**src/rtl/proc_cmd_sched.sv**
```systemverilog
// Command scheduler: queues host commands in a small FIFO and issues them one at
// a time to a processor, with completion capture, watchdog abort and sticky errors.
module proc_cmd_sched #(
   parameter int DEPTH       = 4,
   parameter int TIMEOUT_CYC = 1024
) (
   input  logic        clk,
   input  logic        nRESET,
   input  logic        cmd_wr,
   input  logic [3:0]  cmd_in,
   input  logic        err_clr,
   input  logic        proc_done,
   input  logic [31:0] proc_dout,
   output logic        proc_start,
   output logic [3:0]  proc_cmd,
   output logic [31:0] result,
   output logic        result_valid,
   output logic        busy,
   output logic [4:0]  fifo_count,
   output logic        fifo_full,
   output logic        err_ovf,
   output logic        err_tmo
);

   // state  | meaning
   // IDLE   | nothing in flight; leaves as soon as the FIFO holds a command
   // ISSUE  | single cycle: start pulse, pop FIFO head, clear result_valid
   // WAIT   | command outstanding; waits for proc_done or watchdog expiry
   typedef enum logic [1:0] {S_IDLE, S_ISSUE, S_WAIT} state_t;

   localparam int AW = $clog2(DEPTH);
   localparam int TW = $clog2(TIMEOUT_CYC + 1);

   state_t          state, state_nxt;
   logic [3:0]      mem [DEPTH];
   logic [AW-1:0]   rd_ptr, wr_ptr;
   logic [TW-1:0]   tmr;
   logic            cmd_ok, pop, push, drop, done_hit, tmo_hit;
   logic [4:0]      count_nxt;

   always_comb begin
      cmd_ok    = cmd_wr && (cmd_in != 4'h0);
      pop       = (state == S_ISSUE);
      push      = cmd_ok && (!fifo_full || pop);
      drop      = cmd_ok && fifo_full && !pop;
      done_hit  = (state == S_WAIT) && proc_done;
      // Completion on the expiry cycle takes priority over the abort.
      tmo_hit   = (state == S_WAIT) && !proc_done && (tmr == '0);
      count_nxt = 5'(fifo_count + {4'b0, push} - {4'b0, pop});
   end

   always_ff @(posedge clk or negedge nRESET) begin
      if (!nRESET) state <= S_IDLE;
      else         state <= state_nxt;
   end

   always_comb begin
      state_nxt = state;
      case (state)
         S_IDLE:  if (fifo_count != 5'd0) state_nxt = S_ISSUE;
         S_ISSUE: state_nxt = S_WAIT;
         S_WAIT:  if (done_hit || tmo_hit) state_nxt = S_IDLE;
         default: state_nxt = S_IDLE;
      endcase
   end

   always_comb begin
      proc_start = (state == S_ISSUE);
   end

   always_ff @(posedge clk) begin
      if (push) mem[wr_ptr] <= cmd_in;
   end

   always_ff @(posedge clk or negedge nRESET) begin
      if (!nRESET) begin
         rd_ptr       <= '0;
         wr_ptr       <= '0;
         fifo_count   <= 5'd0;
         fifo_full    <= 1'b0;
         busy         <= 1'b0;
         proc_cmd     <= 4'h0;
         tmr          <= '0;
         result       <= 32'h0;
         result_valid <= 1'b0;
         err_ovf      <= 1'b0;
         err_tmo      <= 1'b0;
      end else begin
         if (push) wr_ptr <= wr_ptr + 1'b1;
         if (pop)  rd_ptr <= rd_ptr + 1'b1;
         fifo_count <= count_nxt;
         fifo_full  <= (count_nxt == 5'(DEPTH));
         busy       <= (count_nxt != 5'd0) || (state_nxt != S_IDLE);
         // Head is latched on the way into ISSUE so proc_cmd is valid with the start pulse.
         if (state == S_IDLE && fifo_count != 5'd0) proc_cmd <= mem[rd_ptr];
         if (state == S_ISSUE)                    tmr <= TW'(TIMEOUT_CYC - 1);
         else if (state == S_WAIT && tmr != '0)   tmr <= tmr - 1'b1;
         if (done_hit) begin
            result       <= proc_dout;
            result_valid <= 1'b1;
         end else if (pop) begin
            result_valid <= 1'b0;
         end
         if (drop)         err_ovf <= 1'b1;
         else if (err_clr) err_ovf <= 1'b0;
         if (tmo_hit)      err_tmo <= 1'b1;
         else if (err_clr) err_tmo <= 1'b0;
      end
   end

endmodule

```
**config.mk**
```make
export PLATFORM = sky130hd
export DESIGN_NAME = proc_cmd_sched
export DESIGN_NICKNAME = d
export VERILOG_FILES = /design/src/rtl/proc_cmd_sched.sv
export SDC_FILE = /design/constraint.sdc
export NUM_CORES = 1
export LEC_CHECK = 0
export ABC_AREA = 1
export CAP_MARGIN = 30
export CORE_ASPECT_RATIO = 0.9
export CORE_UTILIZATION = 50
export CTS_BUF_LIST = sky130_fd_sc_hd__clkbuf_16
export DETAILED_ROUTE_END_ITERATION = 10
export GPL_TIMING_DRIVEN = 0
export PLACE_DENSITY = 0.82
export SLEW_MARGIN = 20
export SYNTH_ARGS = -nofsm -noshare
export SYNTH_HDL_FRONTEND = slang
export SYNTH_SLANG_ARGS = --single-unit
```
**constraint.sdc**
```tcl
create_clock -name clk -period 4.65 [get_ports clk]
set_input_delay 1.1625 -clock clk [delete_from_list [all_inputs] [get_ports clk]]
set_output_delay 1.1625 -clock clk [all_outputs]
set_load 0.005 [all_outputs]
```
==> impl_metrics.xml, run 1 <==
<?xml version="1.0" encoding="UTF-8"?>
<metrics>
  <group name="layout">
    <metric name="drive_above_1_share" unit="">0.1667</metric>
    <metric name="total_nets_final" unit="">481</metric>
    <metric name="antennaDiodeCount" unit="">0</metric>
    <metric name="fillCellCount" unit="">480</metric>
    <metric name="area_delta_synth_final" unit="%">36.46</metric>
  </group>
  <group name="drt">
    <metric name="drt_iter0_drc" unit="">106</metric>
    <metric name="vias" unit="">2588</metric>
    <metric name="post_drt_wl_per_cell" unit="µm">14.49</metric>
    <metric name="routed_antenna_nets" unit="">0</metric>
    <metric name="drt-pass1-iter-count" unit="">5</metric>
    <metric name="detail_route.drc_violations" unit="">0</metric>
    <metric name="vias_per_cell" unit="">4.958</metric>
    <metric name="finalWirelength" unit="µm">7564</metric>
  </group>
  <group name="logic_synthesis">
    <metric name="yosys.cell_types.count" unit="">25</metric>
    <metric name="synthMuxAreaShare" unit="">0.1013</metric>
    <metric name="yosys_reg_bits" unit="">79</metric>
    <metric name="ys_seq_area_frac" unit="">0.5781</metric>
    <metric name="syn_avg_cell_area" unit="µm²">10.85</metric>
    <metric name="synth_adder_area_share" unit="">0.04782</metric>
    <metric name="postSynthNetCount" unit="">382</metric>
    <metric name="yosys.area_share.xor_xnor" unit="">0.01477</metric>
    <metric name="mappedNetlistArea" unit="mm²">0.003558</metric>
    <metric name="netlist_top_cells_area" unit="">sky130_fd_sc_hd__dfrtp_1 (44%), sky130_fd_sc_hd__edfxtp_1 (14%), sky130_fd_sc_hd__mux2_2 (10%)</metric>
    <metric name="synth_warnings" unit="">0</metric>
    <metric name="yosysTopAreaCell" unit="">sky130_fd_sc_hd__dfrtp_1</metric>
    <metric name="basic_gate_share_of_the_synthesized_area_counting_and_or_nand_and_nor_cells" unit="">0.1554</metric>
    <metric name="synth_compound_area_frac" unit="">0.04712</metric>
    <metric name="synth_largest_type_area_fraction" unit="">0.4430</metric>
    <metric name="largest_family_of_logic_cells_by_synthesized_area" unit="">simple AND/OR/NAND/NOR gates</metric>
    <metric name="post_synth_inst_count" unit="">328</metric>
  </group>
  <group name="power">
    <metric name="powerDensity" unit="mW/mm²">707.0</metric>
    <metric name="power.ir.vdd_worst" unit="mV">0.4819</metric>
    <metric name="leakage" unit="nW">2.169</metric>
  </group>
  <group name="global_route">
    <metric name="first_pass_grt_wire_length" unit="µm">12280</metric>
    <metric name="globalRouteOverflowTotal" unit="">0</metric>
    <metric name="antenna_found_initial" unit="">0</metric>
    <metric name="number_of_global_route_vias_before_repair" unit="">2635</metric>
    <metric name="track_usage" unit="">0.2164</metric>
    <metric name="grt_start_max_net_pins" unit="">49</metric>
  </group>
  <group name="floorplan">
    <metric name="core" unit="mm²">0.006726</metric>
    <metric name="width_of_the_die" unit="µm">90.93</metric>
    <metric name="die_area" unit="mm²">0.007459</metric>
    <metric name="dieHeight" unit="µm">82.03</metric>
    <metric name="initial_core_util" unit="">0.5290</metric>
    <metric name="core.rowCount" unit="">28</metric>
    <metric name="pin_count" unit="">88</metric>
  </group>
  <group name="sta">
    <metric name="tightestPinTransition" unit="ns">0.3926</metric>
    <metric name="final_hold_viol_count" unit="">0</metric>
    <metric name="rsz0062_at_grt" unit="">false</metric>
    <metric name="setup_viol_count_final" unit="">0</metric>
    <metric name="max_freq" unit="MHz">294.8</metric>
    <metric name="worst_slack" unit="ns">1.258</metric>
    <metric name="max_transition_margin" unit="">0.7373</metric>
    <metric name="finalCritPeriodShare" unit="">0.7294</metric>
    <metric name="fin_skew" unit="ns">0.007834</metric>
    <metric name="final_period_minus_worst_setup_slack" unit="ns">3.392</metric>
    <metric name="fin_tns_setup" unit="ns">0</metric>
    <metric name="slew_viol_final" unit="">0</metric>
  </group>
  <group name="setup_path">
    <metric name="timing.setup.critical_path_class" unit="">primary input to register</metric>
    <metric name="crit_fanout" unit="">8</metric>
    <metric name="required" unit="ns">4.86</metric>
    <metric name="cp-end-kind" unit="">register</metric>
    <metric name="crit_path_start_kind" unit="">primary input</metric>
    <metric name="arrival" unit="ns">3.60</metric>
  </group>
  <group name="clock_tree">
    <metric name="tritoncts.num_buffers" unit="">9</metric>
    <metric name="hold_buffers" unit="">0</metric>
    <metric name="clk_path_buf_depth" unit="">2</metric>
    <metric name="tritoncts_clock_tree" unit="">yes</metric>
    <metric name="clkSinkCount" unit="">79</metric>
    <metric name="root_buffer" unit="">sky130_fd_sc_hd__clkbuf_16</metric>
    <metric name="number_of_gates_resized_after_cts" unit="">0</metric>
    <metric name="worst_setup_hold_path_clk_slew" unit="ns">0.06</metric>
    <metric name="clkLatencyLatePin" unit="ns">0.33</metric>
    <metric name="ctsHtreeMaxLevel" unit="">3</metric>
    <metric name="post_cts.repair.setup_buffers" unit="">0</metric>
  </group>
  <group name="placed_design">
    <metric name="detailedPlacementHpwl" unit="µm">5623</metric>
    <metric name="placement.setup.worst_slack" unit="ns">0.9270</metric>
    <metric name="io_buffer_count" unit="">87</metric>
    <metric name="global_placement_routability_congestion" unit="">0.8190</metric>
  </group>
  <group name="min_path">
    <metric name="hold_class" unit="">register to register</metric>
  </group>
  <group name="outcome">
    <metric name="run_status" unit="">finished clean</metric>
  </group>
  <group name="flow_run">
    <metric name="cap_violations" unit="">0</metric>
  </group>
</metrics>
cells in the mapped netlist, drive strengths merged:
| library cell | instances |
|---|---|
| dfrtp | 63 |
| nand2 | 63 |
| inv | 38 |
| nor2 | 38 |
| mux2 | 32 |
| nand3 | 22 |
| o21ai | 19 |
| edfxtp | 16 |
| ha | 12 |
| buf | 6 |
| o22ai | 5 |
| xor2 | 5 |
| a21oi | 3 |
| nand3b | 2 |
| fa | 1 |
| nand4 | 1 |
| nor3 | 1 |
| xnor2 | 1 |
critical path: stages:
cell and delay, ns:
sky130_fd_sc_hd__clkdlybuf4s50_1 0.54, sky130_fd_sc_hd__nor2_1 0.08, sky130_fd_sc_hd__nand2_1 0.09, sky130_fd_sc_hd__nand3_2 0.17, sky130_fd_sc_hd__ha_1 0.32, sky130_fd_sc_hd__inv_1 0.06
sky130_fd_sc_hd__ha_1 0.16, sky130_fd_sc_hd__inv_1 0.05, sky130_fd_sc_hd__fa_1 0.39, sky130_fd_sc_hd__nand3b_1 0.17, sky130_fd_sc_hd__nand2_1 0.09, sky130_fd_sc_hd__xor2_1 0.24
sky130_fd_sc_hd__nor3_1 0.07
area by class of cell:
cell class	count	area, µm²	area share
buffer	6	55.05	0.01134
inverter	38	142.6	0.02937
multi-input combinational	205	1304	0.2685
clock inverter	7	63.81	0.01314
timing repair buffer	88	895.9	0.1845
tap	90	112.6	0.02319
sequential	79	2057	0.4236
clock buffer	9	225.2	0.04638
registers in the layout, indices dropped and copies added, names as in the netlist:
name / count
result: 32
mem: 16
tmr: 11
fifo_count: 5
proc_cmd: 4
rd_ptr: 2
state: 2
wr_ptr: 2
busy: 1
err_ovf: 1
err_tmo: 1
fifo_full: 1
result_valid: 1
worst paths after layout:
path                       slack (ns)        start     endpoint  depth (start not counted)
setup / recovery                 1.26    cmd_in[1]    fifo_full                         13
hold / removal                   0.48  proc_cmd[2]  proc_cmd[2]                          2
setup reg to reg                 1.99     state[1]    fifo_full                         13
hold reg to reg                  0.48  proc_cmd[2]  proc_cmd[2]                          2
max in group asynchronous        3.46       nRESET   result[21]                          2
min in group asynchronous        0.70       nRESET    result[1]                          1
layout by cell type (no fill, tap or decap), drive strengths merged:
cell type	count
clkdlybuf4s50	86
dfrtp	63
nand2	63
inv	38
nor2	38
mux2	32
nand3	22
o21ai	19
edfxtp	16
ha	12
clkbuf	9
buf	8
xor2	5
o22ai	5
clkinv	5
a21oi	3
nand3b	2
xnor2	1
nor3	1
nand4	1
fa	1
bufinv	1
clkinvlp	1
per-layer routing:
| layer | vias up | global-route usage | routed length [µm] |
|---|---|---|---|
| met5 | - | 0 | 0 |
| met4 | 0 | 0.05397 | 63 |
| met2 | 54 | 0.3758 | 3936 |
| met3 | 6 | 0.08611 | 370 |
| li1 | 1270 | - | - |
| met1 | 1258 | 0.2551 | 3193 |
cells by family after synthesis:
family	after synthesis
AO/OA/AOI/OAI	27
multiplexers	32
adder cells (fa/ha/maj)	13
flip-flops	79
XOR/XNOR	6
buffers and inverters	44
AND/OR/NAND/NOR	127
where the power goes:
part / leakage (nW) / internal [mW] / switching [mW]
logic: 1.13 / 0.799 / 0.770
registers: 0.899 / 1.01 / 0.179
clock network: 0.140 / 0.410 / 0.264
total: 2.17 / 2.22 / 1.21
stage by stage:
stage	hold WS, ns	instances	area [µm²]	power (mW)	util
floorplan	0.4653	328	3558	2.079	-
finish	0.4776	522	4856	3.433	0.7219
global route	0.5144	522	4856	3.696	0.7219
detailed placement	0.4658	506	4567	2.762	0.6789
global placement	0.4630	505	4542	2.689	0.6752
CTS	0.4820	522	4856	3.454	0.7219
Note: power is estimated with default switching activity, not from simulation.
==> run 2, diff against run 1 <==
--- a/config.mk
+++ b/config.mk
@@ -8,11 +8,11 @@
 export ABC_AREA = 1
 export CAP_MARGIN = 30
 export CORE_ASPECT_RATIO = 0.9
-export CORE_UTILIZATION = 50
+export CORE_UTILIZATION = 49
 export CTS_BUF_LIST = sky130_fd_sc_hd__clkbuf_16
 export DETAILED_ROUTE_END_ITERATION = 10
 export GPL_TIMING_DRIVEN = 0
-export PLACE_DENSITY = 0.82
+export PLACE_DENSITY = 0.8
 export SLEW_MARGIN = 20
 export SYNTH_ARGS = -nofsm -noshare
 export SYNTH_HDL_FRONTEND = slang
==> constraint.sdc (replaced) <==
create_clock -name clk -period 3.2 [get_ports clk]
set_input_delay 0.8 -clock clk [delete_from_list [all_inputs] [get_ports clk]]
set_output_delay 0.8 -clock clk [all_outputs]
set_load 0.005 [all_outputs]
==> impl_metrics.xml, run 2 (synthesis gave the netlist of run 1 again) <==
<?xml version="1.0" encoding="UTF-8"?>
<metrics>
  <group name="layout">
    <metric name="total_nets_final" unit="">482</metric>
    <metric name="drive_above_1_share" unit="">0.1736</metric>
    <metric name="area_delta_synth_final" unit="%">36.99</metric>
    <metric name="largestRegisters" unit="">result x32, mem x16, tmr x11</metric>
    <metric name="most-common-layout-cells" unit="">sky130_fd_sc_hd__clkdlybuf4s50_1 (83), sky130_fd_sc_hd__dfrtp_1 (63), sky130_fd_sc_hd__nand2_1 (58)</metric>
    <metric name="antennaDiodeCount" unit="">0</metric>
    <metric name="registers.top_by_ff_count" unit="">result</metric>
    <metric name="fin_util" unit="">0.6925</metric>
    <metric name="largest_register_ffs" unit="">32</metric>
    <metric name="final_common_cell" unit="">sky130_fd_sc_hd__clkdlybuf4s50_1</metric>
  </group>
  <group name="global_route">
    <metric name="globalRouteOverflowTotal" unit="">0</metric>
    <metric name="antenna_found_initial" unit="">0</metric>
    <metric name="first_pass_grt_wire_length" unit="µm">12940</metric>
    <metric name="grt_start_max_net_pins" unit="">36</metric>
    <metric name="track_usage" unit="">0.2212</metric>
    <metric name="number_of_global_route_vias_before_repair" unit="">2724</metric>
  </group>
  <group name="drt">
    <metric name="routed_antenna_nets" unit="">0</metric>
    <metric name="detail_route.drc_violations" unit="">0</metric>
    <metric name="finalWirelength" unit="µm">7901</metric>
    <metric name="post_drt_wl_per_cell" unit="µm">15.05</metric>
    <metric name="drt_iter0_drc" unit="">146</metric>
    <metric name="drt-pass1-iter-count" unit="">4</metric>
    <metric name="vias" unit="">2660</metric>
    <metric name="vias_per_cell" unit="">5.067</metric>
  </group>
  <group name="floorplan">
    <metric name="pin_count" unit="">88</metric>
    <metric name="core.rowCount" unit="">29</metric>
    <metric name="die_area" unit="mm²">0.007607</metric>
    <metric name="width_of_the_die" unit="µm">91.83</metric>
    <metric name="core" unit="mm²">0.007039</metric>
    <metric name="dieHeight" unit="µm">82.85</metric>
    <metric name="initial_core_util" unit="">0.5055</metric>
  </group>
  <group name="clock_tree">
    <metric name="tritoncts_clock_tree" unit="">yes</metric>
    <metric name="clk_path_buf_depth" unit="">2</metric>
    <metric name="tritoncts.num_buffers" unit="">9</metric>
    <metric name="root_buffer" unit="">sky130_fd_sc_hd__clkbuf_16</metric>
    <metric name="clkSinkCount" unit="">79</metric>
    <metric name="clkLatencyLatePin" unit="ns">0.33</metric>
    <metric name="ctsHtreeMaxLevel" unit="">3</metric>
    <metric name="worst_setup_hold_path_clk_slew" unit="ns">0.06</metric>
    <metric name="hold_buffers" unit="">0</metric>
  </group>
  <group name="placed_design">
    <metric name="detailedPlacementHpwl" unit="µm">5808</metric>
    <metric name="io_buffer_count" unit="">87</metric>
    <metric name="global_placement_routability_congestion" unit="">0.8014</metric>
    <metric name="placement.setup.worst_slack" unit="ns">-0.2084</metric>
  </group>
  <group name="setup_path">
    <metric name="worst_path_largest_cell_delay" unit="ns">0.54</metric>
    <metric name="crit_fanout" unit="">8</metric>
    <metric name="crit_path_start_kind" unit="">primary input</metric>
    <metric name="timing.setup.critical_path_class" unit="">primary input to register</metric>
    <metric name="required" unit="ns">3.47</metric>
    <metric name="critical_path_cell_with_the_highest_stage_delay" unit="">sky130_fd_sc_hd__clkdlybuf4s50_1</metric>
    <metric name="worstReg2RegStart" unit="">state[0]</metric>
    <metric name="r2r_end" unit="">fifo_count[4]</metric>
    <metric name="cp-end-kind" unit="">register</metric>
    <metric name="rrSetupSlack" unit="ns">0.51</metric>
    <metric name="worst-r2r-cell-count" unit="">12</metric>
    <metric name="timing.critical_path.cells" unit="">clkdlybuf4s50_1 &gt; nor2_1 &gt; nand2_1 &gt; nand3_4 &gt; ha_1 &gt; inv_1 &gt; ha_1 &gt; inv_1 &gt; fa_1 &gt; nand3b_1 &gt; nand2_1 &gt; xor2_2 &gt; buf_4</metric>
    <metric name="arrival" unit="ns">3.33</metric>
  </group>
  <group name="sta">
    <metric name="fin_tns_setup" unit="ns">0</metric>
    <metric name="finalHoldWorstSlack" unit="ns">0.3958</metric>
    <metric name="max_freq" unit="MHz">325.9</metric>
    <metric name="finalCritPeriodShare" unit="">0.9588</metric>
    <metric name="tightestPinTransition" unit="ns">0.4259</metric>
    <metric name="worst_slack" unit="ns">0.1320</metric>
    <metric name="max_transition_margin" unit="">0.7150</metric>
    <metric name="slew_viol_final" unit="">0</metric>
    <metric name="setup_viol_count_final" unit="">0</metric>
    <metric name="final_period_minus_worst_setup_slack" unit="ns">3.068</metric>
    <metric name="fin_skew" unit="ns">0.005755</metric>
    <metric name="final_hold_viol_count" unit="">0</metric>
  </group>
  <group name="power">
    <metric name="power.ir.vdd_worst" unit="mV">0.7687</metric>
    <metric name="leakage" unit="nW">2.202</metric>
    <metric name="powerDensity" unit="mW/mm²">1037</metric>
  </group>
  <group name="outcome">
    <metric name="run_status" unit="">finished clean</metric>
  </group>
  <group name="min_path">
    <metric name="hold_class" unit="">primary input to asynchronous set/reset pin</metric>
  </group>
  <group name="flow_run">
    <metric name="cap_violations" unit="">0</metric>
  </group>
</metrics>
## run 2: what timing repair did
action / CTS / global route
buffers inserted: 0 / 1
resized for setup: 0 / 7
hold endpoints to repair: 0 / 0
endpoints found under the setup margin: 0 / 2
## run 2: final cells by class
class / count / area (µm²)
sequential: 79 / 2057
inverter: 38 / 142.6
buffer: 6 / 55.05
fill: 508 / 2165
clock inverter: 5 / 23.77
clock buffer: 10 / 250.2
timing repair buffer: 89 / 903.4
tap: 93 / 116.4
multi-input combinational: 205 / 1326
## run 2: worst max-delay path by stage
stage | startpoint | to | slack, ns | cells after the start
floorplan | cmd_in[3] | fifo_full | 0.63 | 12
global placement | nRESET | wr_ptr[1] | -0.76 | 1
detailed placement | cmd_in[1] | busy | -0.21 | 14
CTS | cmd_in[1] | busy | 0.11 | 14
global route | cmd_in[1] | busy | -0.004 | 14
finish | cmd_in[1] | fifo_count[4] | 0.13 | 13
## run 2: report_power, final
group          internal, mW  total, mW  switching [mW]
sequential             1.47       1.73           0.266
combinational          1.21       2.39            1.18
clock                 0.559      0.930           0.371
total                  3.24       5.05            1.82
## run 2: routing by layer
layer	global-route usage	vias up	part of all wire
met2	0.3589	78	0.50
met3	0.05037	18	0.055
met4	0.1009	0	0.026
met1	0.2845	1294	0.42
li1	-	1270	-
met5	0	-	0
## run 2: worst max-delay path: cells and delay by family
family | cells | cell delay (ns)
adder cells (fa/ha/maj) | 3 | 0.84
buffers and inverters | 4 | 0.81
AND/OR/NAND/NOR | 5 | 0.68
XOR/XNOR | 1 | 0.22
## run 2: through the flow
step                power [mW]  instances  instance area (µm²)
floorplan                3.022        328                 3558
global placement         3.901        508                 4546
detailed placement       4.025        509                 4563
CTS                      4.979        524                 4837
global route             5.397        525                 4875
finish                   5.053        525                 4875
==> run 3, diff against run 2 <==
--- a/config.mk
+++ b/config.mk
@@ -10,6 +10,7 @@
 export CORE_ASPECT_RATIO = 0.9
 export CORE_UTILIZATION = 49
 export CTS_BUF_LIST = sky130_fd_sc_hd__clkbuf_16
+export CTS_CLUSTER_SIZE = 20
 export DETAILED_ROUTE_END_ITERATION = 10
 export GPL_TIMING_DRIVEN = 0
 export PLACE_DENSITY = 0.8
==> results of run 3 <==
Same layout as run 2: the final DEF is identical, and so are final timing and power.
